--- config.mk ---
export PLATFORM = sky130hd
export DESIGN_NAME = mesh_term_injector
export DESIGN_NICKNAME = d
export VERILOG_FILES = /design/src/rtl/mesh_term_injector.sv
export SDC_FILE = /design/constraint.sdc
export NUM_CORES = 1
export LEC_CHECK = 0
export ABC_AREA = 1
export CAP_MARGIN = 20
export CORE_ASPECT_RATIO = 0.9
export CORE_MARGIN = 5
export CORE_UTILIZATION = 50
export DETAILED_ROUTE_END_ITERATION = 7
export PLACE_DENSITY = 0.68
export SLEW_MARGIN = 20
export SYNTH_ARGS = -nofsm -noshare
export SYNTH_HDL_FRONTEND = slang
export SYNTH_SLANG_ARGS = --single-unit
--- constraint.sdc ---
create_clock -name clk -period 4 [get_ports clk]
set_input_delay 0.8 -clock clk [delete_from_list [all_inputs] [get_ports clk]]
set_output_delay 0.8 -clock clk [all_outputs]
set_load 0.02 [all_outputs]
--- src/rtl/mesh_term_injector.sv ---
// Terminal-side injector: formats host transactions into mesh packets, screens
// out-of-range destinations and buffers legal packets in a show-ahead FIFO.
module mesh_term_injector #(
    parameter int          ROWS       = 4,
    parameter int          COLUMNS    = 4,
    parameter int          PCKG_SZ    = 32,
    parameter int          FIFO_DEPTH = 16,
    parameter logic [7:0]  BDCST      = 8'hFF
) (
    input  logic                                 clk,
    input  logic                                 reset,
    input  logic                                 in_valid,
    output logic                                 in_ready,
    input  logic [3:0]                           in_row,
    input  logic [3:0]                           in_col,
    input  logic                                 in_mode,
    input  logic [PCKG_SZ-18:0]                  in_payload,
    output logic                                 pndng,
    output logic [PCKG_SZ-1:0]                   data_out,
    input  logic                                 popin,
    output logic [$clog2(FIFO_DEPTH+1)-1:0]      count,
    output logic [15:0]                          sent_cnt,
    output logic [15:0]                          drop_cnt,
    output logic                                 err_drop,
    output logic                                 err_underflow
);

    localparam int             CW      = $clog2(FIFO_DEPTH + 1);
    localparam int             AW      = $clog2(FIFO_DEPTH);
    localparam logic [CW-1:0]  DEPTH_C = CW'(FIFO_DEPTH);
    localparam logic [3:0]     ROWS_C  = 4'(ROWS);
    localparam logic [3:0]     COLS_C  = 4'(COLUMNS);
    localparam logic [15:0]    SAT_C   = 16'hFFFF;

    logic [PCKG_SZ-1:0] mem_q [FIFO_DEPTH];
    logic [AW-1:0]      wr_ptr_q, wr_ptr_d;
    logic [AW-1:0]      rd_ptr_q, rd_ptr_d;
    logic [CW-1:0]      count_q, count_d;
    logic [PCKG_SZ-1:0] data_out_q, data_out_d;
    logic [15:0]        sent_q, sent_d;
    logic [15:0]        drop_q, drop_d;
    logic               err_drop_q, err_uf_q;

    logic [PCKG_SZ-1:0] pkt;
    logic [PCKG_SZ-1:0] head;
    logic               legal, accept, push, drop, pop, underflow;

    assign in_ready = !reset && (count_q != DEPTH_C);

    always_comb begin
        pkt       = {8'h00, in_row, in_col, in_mode, in_payload};
        legal     = ((in_row != 4'd0) && (in_row <= ROWS_C) &&
                     (in_col != 4'd0) && (in_col <= COLS_C)) ||
                    ({in_row, in_col} == BDCST);
        accept    = in_valid && in_ready;
        push      = accept && legal;
        drop      = accept && !legal;
        pop       = popin && (count_q != '0);
        underflow = popin && (count_q == '0);

        wr_ptr_d = push ? wr_ptr_q + AW'(1) : wr_ptr_q;
        rd_ptr_d = pop  ? rd_ptr_q + AW'(1) : rd_ptr_q;

        count_d = count_q;
        case ({push, pop})
            2'b10:   count_d = count_q + CW'(1);
            2'b01:   count_d = count_q - CW'(1);
            default: count_d = count_q;
        endcase

        // The new tail is also the new head only when it lands in an otherwise empty FIFO.
        head       = (push && (wr_ptr_q == rd_ptr_d)) ? pkt : mem_q[rd_ptr_d];
        data_out_d = (count_d != '0) ? head : data_out_q;

        sent_d = (pop  && (sent_q != SAT_C)) ? sent_q + 16'd1 : sent_q;
        drop_d = (drop && (drop_q != SAT_C)) ? drop_q + 16'd1 : drop_q;
    end

    // NOTE: the packet storage has no reset; validity is tracked by the pointers and count alone.
    always_ff @(posedge clk) begin
        if (push) begin
            mem_q[wr_ptr_q] <= pkt;
        end
    end

    always_ff @(posedge clk) begin
        if (reset) begin
            wr_ptr_q   <= '0;
            rd_ptr_q   <= '0;
            count_q    <= '0;
            data_out_q <= '0;
            sent_q     <= '0;
            drop_q     <= '0;
            err_drop_q <= 1'b0;
            err_uf_q   <= 1'b0;
        end else begin
            wr_ptr_q   <= wr_ptr_d;
            rd_ptr_q   <= rd_ptr_d;
            count_q    <= count_d;
            data_out_q <= data_out_d;
            sent_q     <= sent_d;
            drop_q     <= drop_d;
            err_drop_q <= drop;
            err_uf_q   <= underflow;
        end
    end

    assign pndng         = (count_q != '0);
    assign data_out      = data_out_q;
    assign count         = count_q;
    assign sent_cnt      = sent_q;
    assign drop_cnt      = drop_q;
    assign err_drop      = err_drop_q;
    assign err_underflow = err_uf_q;

endmodule

---- Word level (Yosys, flattened, before mapping) ----
Memory sizes are Yosys's and may differ from the RTL's. A register that Yosys moved wholly into a read port is not among the register bits.
Cells that the tools add are included.
storage, ports and cells
  logic and storage cells ................. 49
  output and inout bits ................... 73
  flip-flop bits (word level) ............. 79
  memories ................................ 1
  input port bits ......................... 28
  bits in writable memories ............... 384
memories
  name   words  bits a word  read ports  clocked after memory_dff  write ports  line  source
  mem_q  16     24           1           1                         1            35    logic [PCKG_SZ-1:0] mem_q [FIFO_DEPTH];
cells by class
  eq/ne operators ......................... 7
  magnitude comparators ................... 2
  reductions and logical operators ........ 20
  multiplexer cells ....................... 5
  add/sub/neg operators ................... 6
operator list
  kind                                                  count
  adder 16 x 1 -> 16 bit (second input constant)        2
  two-way mux 32 bit                                    1
  != test 16 bit (second input constant)                2
  logical AND 1 bit                                     12
  case mux 5 bit (2 select lines)                       1
  nonzero test 5 bit                                    2
  adder 4 x 1 -> 4 bit (second input constant)          2
  equality test 8 bit (second input constant)           1
  <= comparator 4 x 3 -> 1 bit (second input constant)  2
  nonzero test 4 bit                                    2
  adder 5 x 1 -> 5 bit (second input constant)          1
  logical NOT 5 bit                                     1
  != test 5 bit (second input constant)                 1
  subtractor 5 x 1 -> 5 bit (second input constant)     1
  equality test 4 bit                                   1
  two-way mux 4 bit                                     1
  equality test 2 x 1 -> 1 bit (second input constant)  1
  equality test 2 bit (second input constant)           1
  logical NOT 1 bit                                     2
  two-way mux 1 bit                                     2
  logical OR 1 bit                                      1

---- Logic depth before layout (Yosys ltp) ----
  depth in word-level cells ............... 9
  depth in mapped cells ................... 23
  mapped depth without buffers ............ 21

---- Least setup slack after synthesis ----
OpenSTA, ideal clock, no wires.
  path type ............................... input to register
  start ................................... input reset
  end ..................................... register data_out_q[0], in the netlist data_out[0] (read register of mem_q)
  path slack .............................. 0.250 ns
  data arrival time ....................... 3.621 ns
  stages on the path ...................... 21
  data required time ...................... 3.872 ns
  path buffers ............................ 4
  setup time .............................. 0.128 ns
  cells stage by stage .................... clkbuf_1 > inv_1 > o21ai_0 > inv_1 > nand2_1 > inv_1 > nand2_1 > ha_1 > clkbuf_1 > xor2_1 > ha_1 > inv_1 > nand2_1 > nand2_1 > o21ai_1 > xor2_1 > a21boi_1 > nand3_1 > clkbuf_1 > clkbuf_1 > a21oi_1
between the ends
  word-level cells in the longest chain between the ends .. 7
  elaborated cells between the ends (all ways) .. 8
  classes of those cells .................. eq/ne: 2; mux: 1; reduce/logical: 5
ends and longest elaborated chain
  item                                                                 line  source
  start, declared                                                      11    input logic reset,
  logical NOT 1 bit *                                                  48    assign in_ready = !reset && (count_q != DEPTH_C);
  logical AND 1 bit *                                                  48
  named net in_ready                                                   13    output logic in_ready,
  logical AND 1 bit *                                                  55    accept = in_valid && in_ready;
  logical AND 1 bit *                                                  56    push = accept && legal;
  equality test 2 x 1 -> 1 bit or equality test 2 bit (tied branches)  65    case ({push, pop})
  case mux 5 bit (2 select lines) *                                    65
  nonzero test 5 bit *                                                 73    data_out_d = (count_d != '0) ? head : data_out_q;
  end, declared                                                        39    logic [PCKG_SZ-1:0] data_out_q, data_out_d;
Mark *: on every way through the listed nets, which the timed path passes. The rest lies on a longest branch.
A chain may end at the register's enable or synchronous reset.

---- Final worst setup path ----
  start ................................... input in_row[2]
  end ..................................... register data_out_q[2], in the netlist data_out[2] (read register of mem_q)
between the ends
  word-level cells in the longest chain between the ends .. 9
  elaborated cells between the ends (all ways) .. 12
  classes of those cells .................. order compare: 1; eq/ne: 3; mux: 1; reduce/logical: 7
ends and longest elaborated chain
  item                                                                 line  source
  start, declared                                                      14    input logic [3:0] in_row,
  <= comparator 4 x 3 -> 1 bit or nonzero test 4 bit (tied branches)   52    legal = ((in_row != 4'd0) && (in_row <= ROWS_C) &&
  logical AND 1 bit (2 in series)                                      52
  logical AND 1 bit                                                    53    (in_col != 4'd0) && (in_col <= COLS_C)) ||
  logical OR 1 bit *                                                   53
  logical AND 1 bit *                                                  56
  equality test 2 x 1 -> 1 bit or equality test 2 bit (tied branches)  65
  case mux 5 bit (2 select lines) *                                    65
  nonzero test 5 bit *                                                 73
Every way passes the cells marked *; elsewhere a longest branch is shown, timed or not.

==> results_dict.tcl <==
set metrics [dict create \
    hpwl_um 30960 \
    row_count 70 \
    grt-ovfl-total 0 \
    mappedNetlistArea_um2 20530 \
    dieArea_um2 45220 \
    stdcell_count 2740 \
    worst_setup_path_end_kind "register" \
    path_max_fanout 48 \
    cts_tree "yes" \
    setup_viol 0 \
    hold_viol 0 \
    core_area_um2 40640 \
    leakage_nw 9.613 \
    p_per_area_nw_per_um2 686.6 \
    fin_setup_tns_ps 0 \
    wire_per_inst_um 19.93 \
    synth_top_cell_area_share_pct 56.17 \
    fin_crit_ps 3496 \
    clkTransAtPathRegs_ps 60 \
    dp_cells 2654 \
    start_util_pct 50.52 \
    yosys.area.top_type "edfxtp_1" \
    antenna_found_initial 0 \
    n_fill_cell 3410 \
    htree_levels 2 \
    yosysUniqueCellTypes 38 \
    track_usage_pct 23.76 \
    drive_gt1_share_pct 7.636 \
    ys_ff_latch 455 \
    dpl_cell_area_um2 22500 \
    finalClockSkew_ps 13.06 \
    dr.pass1.iters 5 \
    numCtsBuffers 47 \
    crit_required_ps 4460 \
    outcome "finished, final reports clean" \
    tightest_slew_ps 1053 \
    grt_pass1_wl_um 84220 \
    die_h_um 202.2 \
    crit_type "input pin to register" \
    fp.dieW_um 223.6 \
    synthCells 2075 \
    yosys-top-cells-area "edfxtp_1 56%, nand3_1 11%, dfxtp_1 6.9%" \
    grt_max_degree 187 \
    area_growth_pct 16.44 \
    clock-root-buffer "clkbuf_16" \
    drv_slew 0 \
    finalInstanceArea_um2 23900 \
    place.gp.congestion 0.8574 \
    yosysWarnings 0 \
    synth-seq-area-share_pct 63.09 \
    start_kind "input pin" \
    numClockSinks 455 \
    r2r_slack_ps 930 \
    max_cap_viol_count 0 \
    clock.fmax_mhz 286.1 \
    post_cts_buffers 0 \
    ant_nets 0 \
    cts_buffer_depth 3 \
    cts_resized 0 \
    drt_iter0_drc 1685 \
    diodes 0 \
    viasPerCell 5.564 \
    vias 15245 \
    drc 0 \
    slew-limit-headroom_pct 29.77 \
    port_buffers 92 \
    crit_arrival_ps 3950 \
    avgSynthCellArea_um2 9.894 \
    nets 2201 \
    min-delay-path-class "register to register" \
    peakVddDrop_mv 0.6206 \
    ios 101 \
    clock_latency_ps 580 \
    drt_wl_total_um 54600 \
    grt_pass1_vias 14421 \
    cts_hold_buffers 0 \
    period_share_pct 87.40 \
    rsz0062_at_grt "false" \
]
[cell type report]
class	instances	area [µm²]	share of cell area (%)
Sequential cell	455	12950	54.18
Multi-Input combinational cell	1135	5887	24.63
Timing Repair Buffer	157	1609	6.731
Inverter	367	1378	5.763
Clock buffer	58	1237	5.177
Tap cell	540	675.6	2.826
Clock inverter	28	165.2	0.6909
[Yosys cell counts, drive strengths merged]
cell type  count
o211ai         2
mux2i          1
a211oi         2
nand4         30
o311a          1
ha            10
nand2        308
nor4           3
conb           1
buf           51
nor3          20
or2            2
nor3b          3
a21oi         50
nand3        470
dfxtp         71
xor2          11
xnor2          3
inv          367
edfxtp       384
o21a           1
clkbuf        74
a31oi          1
nor2          61
o21ai         52
nand3b        95
a21boi         1
[cells in the final DEF (no fill, tap or decap), types with 46 or more instances in the layout]
master,instances
nand3_1,466
edfxtp_1,384
inv_1,364
nand2_1,303
nand3b_1,95
clkdlybuf4s50_1,92
dfxtp_1,71
a21oi_1,50
buf_4,49
clkbuf_16,47
o21ai_0,46
[metrics by stage]
| stage | hold slack, ps | setup WS, ps | power, mW | util, % |
|---|---|---|---|---|
| after floorplan | 501.0 | 250.2 | 9.839 | - |
| after global placement | 460.6 | 160.1 | 12.21 | 55.37 |
| after detailed placement | 471.8 | 6.394 | 12.32 | 55.37 |
| after CTS | 480.9 | 604.7 | 16.39 | 58.82 |
| after global routing | 498.6 | 301.2 | 17.31 | 58.82 |
| final | 482.7 | 504.1 | 16.41 | 58.82 |
[registers in the layout, indices dropped and copies added, names as in the netlist]
register       count
rd_ptr_q           4
mem_q            384
err_underflow      1
drop_cnt          16
wr_ptr_q           4
count              5
err_drop           1
data_out          24
sent_cnt          16
[cells by family after synthesis]
logic type               count (synthesis)  share of synthesized area, %
AO/OA/AOI/OAI                          110                         2.858
XOR/XNOR                                14                        0.6339
other                                    1                       0.01827
AND/OR/NAND/NOR                        992                         23.49
buffers and inverters                  492                         9.252
flip-flops                             455                         63.09
adder cells (fa/ha/maj)                 10                        0.6095
multiplexers                             1                       0.04876
[worst max-delay path: stages]
cell and delay (ps):
clkdlybuf4s50_1 710, inv_1 130, a21oi_1 160, nand3_1 80, nand2_1 90, nand2_1 70
ha_1 220, xor2_1 220, ha_1 190, inv_1 50, nand2_1 60, nand2_1 70
o21ai_1 170, xor2_1 90, a21boi_1 200, nand3_2 120, buf_12 190, o21ai_0 220
a21oi_1 70
[worst paths after layout]
kind                                   start      endpoint  depth (start not counted)
worst min register to register  sent_cnt[13]  sent_cnt[13]                          2
worst max register to register      count[2]   data_out[2]                         17
worst max-delay path               in_row[2]   data_out[2]                         19
worst min-delay path            sent_cnt[13]  sent_cnt[13]                          2
[power by group]
group	switching (mW)	internal (mW)
clock network	1.80	2.26
registers	0.120	5.28
logic	4.84	2.11
[metal layers]
layer	track usage (%)	vias up	part of all wire [%]
met5	0	-	0
met1	34.00	7332	43
met2	37.07	673	46
met4	6.979	0	2.5
li1	-	7141	-
met3	4.865	99	9.1
Power figures use the tool's default switching activity.
==> RTL change (same flow settings) <==
The parameter `FIFO_DEPTH` goes from 16 to 32.
--- a/src/rtl/mesh_term_injector.sv
+++ b/src/rtl/mesh_term_injector.sv
@@ -4,7 +4,7 @@
     parameter int          ROWS       = 4,
     parameter int          COLUMNS    = 4,
     parameter int          PCKG_SZ    = 32,
-    parameter int          FIFO_DEPTH = 16,
+    parameter int          FIFO_DEPTH = 32,
     parameter logic [7:0]  BDCST      = 8'hFF
 ) (
     input  logic                                 clk,
Interface: changed (resized count); port bits go from 101 to 102. The function was not compared with the original's and may differ.
==> RTL change against the unedited design <==
Global-route usage increased by 3.0 points; worst setup slack got worse by 220 ps; clock power is 97% higher; total power increased by 97%; clock skew is 9.4 ps higher; sequential power up 85%; sequential share of layout area grew 1.6 points; routed wire length rose by 100%; highest routed layer is now met5; final area increased by 84%; sequential cell count is 387 higher; hold slack gained 7.0 ps; first-iteration DRC count up 94%; critical path type unchanged; synthesized area is 84% higher.
==> RTL change: results (changes against the unedited design) <==
- Status: completed
- The total of warnings raised by yosys came to 0 (unchanged).
- The clock latency at the later pin of the worst-skew pair came to 650 ps (+70 ps).
- Clock input transition at the sequential cells of the worst setup and hold paths: 60 ps (about the same)
- Ranked by total cell area, the synthesized netlist is headed by edfxtp_1 61%, nand3_1 12%, nand2_1 6.0%, inv_1 5.8%, nand3b_1 4.8%.
- The number of flip-flops in the largest register came to 768 (+100%).
- H-tree depth: 3 (+1)
- Placed instance count: 4666 (+76%)
- The total wirelength of the detailed-routed design was 110000 um (+100%).
- Buffer depth of the longest clock path: 3 (unchanged)
* Reg2Reg Depth: 25 (+8)
- The number of detailed-route iterations in the first pass was 8 (+3).
- Number of antenna violations at the first check in global routing: 1 (+1)
- Max Fanout on Critical Path: 9 (-81%)
* Async set-reset flop share out of synthesis: 0% (unchanged)
* Iteration-0 DRC Markers: 3268 (+94%)
* Layout Nets: 3835 (+74%)
- The distinct cell type count after synthesis was 39 (+2.6%).
- The biggest slice of the total power is consumed by combinational logic.
- The post-synthesis sequential area ratio was 65.1% (+2.1 points).
* Worst Clk Skew: 22.4 ps (+9.37 ps)
* Global placer's final weighted congestion: 0.854 (-0.42%)
- Average cell area after synthesis: 10.3 um2 (+4.4%)
- Among all stages on the critical path, the largest delay is contributed by clkdlybuf4s50_1.
* CP startpoint: in_row[3]
- In this run the most critical hold path is launched from drop_cnt[15]$_SDFFE_PP0P_.
- The routed wirelength normalized by instance count was 22.7 um (+14%).
- Clock group total power: 7.99 mW (+97%)
- Worst slack at placement: -1100 ps (-1110 ps)
- Launching point of the worst reg2reg path: count[3]$_SDFF_PP0_
- The placed wire-length estimate is 62300 um (+100%).
* Total global routing track utilization: 26.8% (+3.0 points)
- On the critical path the largest part of the delay comes from buffers and inverters.
- The cell sitting at the root of the clock tree is a clkbuf_16.
- The clock network fraction of total power was 24.7% (about the same).
* Inserted Clock Buffers: 84 (+79%)
- Peak VDD IR: 0.000858 V (+38%)
- Combinational cell fraction of total power: 44.4% (+2.0 points)
- Hold Crit Depth: 2 (unchanged)
* Switching share of power: 41.7% (+0.53 points)
- The leakage dissipation is 17.4 nW (+81%).
- Register with the highest flop count: mem_q
- Number of I/O port buffers: 93 (+1.1%)
- Number of enable flip-flop cells after synthesis: 768 (+100%)
* Maximum number of pins on one net before global-route repair: 120 (-36%)
- The first-pass GRT wire length is 164000 um (+95%).
- Worst stage delay on the critical path: 460 ps (-250 ps)
* Synth top cells by count: 870 x nand3_1, 768 x edfxtp_1, 600 x nand2_1, 582 x inv_1, 240 x nand3b_1
* Via count of the first global-routing pass: 25900 (+80%)
- In this run the worst hold path is classified as reg -> reg.
* Routed vias: 27300 (+79%)
* Worst endpoint data arrival time: 4280 ps (+330 ps)
* Worst relative slew slack: 33.5% (+3.7 points)
- Fraction of layout instances using a drive strength above 1: 9.50% (+1.9 points)
-- RTL change: cell types whose count changed after synthesis, moves of 5 or more --
| cell | change |
|---|---|
| nor2_1 | +70 |
| clkbuf_1 | +50 |
| nand3_1 | +402 |
| nand3b_1 | +145 |
| xnor2_1 | +5 |
| inv_1 | +217 |
| nand2_1 | +295 |
| nand4_1 | -25 |
| buf_2 | +50 |
| edfxtp_1 | +384 |
| o21ai_0 | -28 |
-- RTL change: layer usage --
layer	share of wire, %	global-route usage, %	vias to the layer above
li1	-	-	12600
met1	40	37.7	13000
met2	45	41.0	1440
met3	11	6.57	230
met4	3.6	9.05	2
met5	0.10	1.01	-
-- RTL change: final timing paths --
path	end	slack [ps]
max	data_out[3]$_SDFFE_PP0P_	280
min	drop_cnt[15]$_SDFFE_PP0P_	490
min reg2reg	drop_cnt[15]$_SDFFE_PP0P_	490
max reg2reg	data_out[3]$_SDFFE_PP0P_	560
-- RTL change: worst register-to-register path, stage by stage (launching register included) --
cell and delay [ps]:
dfxtp_1 370, nor2_2 130, nand2_1 60, nor3b_1 300, nor2_1 90, nand2_1 140, inv_1 80, nand2_1 90
ha_1 210, xnor2_2 130, inv_1 70, ha_1 170, inv_1 70, nand2_1 50, nand3_1 80, o21ai_1 80
or2_2 270, nand3_1 60, o21ai_0 120, nand3_2 110, buf_6 160, nor2_4 50, buf_4 200, nand2_1 70
nand2_1 40, a21oi_1 140
-- RTL change: metrics by stage --
| stage | area [um2] | util, % |
|---|---|---|
| floorplan | 37700 | - |
| global route | 44000 | 59.0 |
| finish | 44000 | 59.0 |
| CTS | 44000 | 58.9 |
| global placement | 41100 | 55.1 |
| detailed placement | 41100 | 55.1 |
-- RTL change: final cells by class --
cell class,instances,area (um2)
diodes,1,2.50
clock buffers,116,2310
clock inverters,38,449
fillers,6029,30600
inverters,586,2210
multi-input cells,2005,10300
flip-flops and latches,842,24500
well taps,970,1210
repair buffers,278,2960
-- RTL change: kinds of logic after synthesis --
logic type / share of synthesized area [%]
AOI/OAI and AO/OA: 1.25
xor gates and xnor gates: 0.442
adders and majority gates: 0.332
buffers and inverters: 8.46
DFF: 65.1
muxes: 0.0266
other: 0.00995
and+or+nand+nor: 24.3
-- RTL change: timing repair --
| action | in CTS | in global routing |
|---|---|---|
| cloned | 3 | 0 |
| pin swaps | 4 | 3 |
| buffers inserted | 9 | 3 |
| resized for setup | 4 | 11 |
| hold buffers | 0 | 0 |
| hold endpoints to repair | 0 | 0 |
| endpoints found under the setup margin | 24 | 24 |
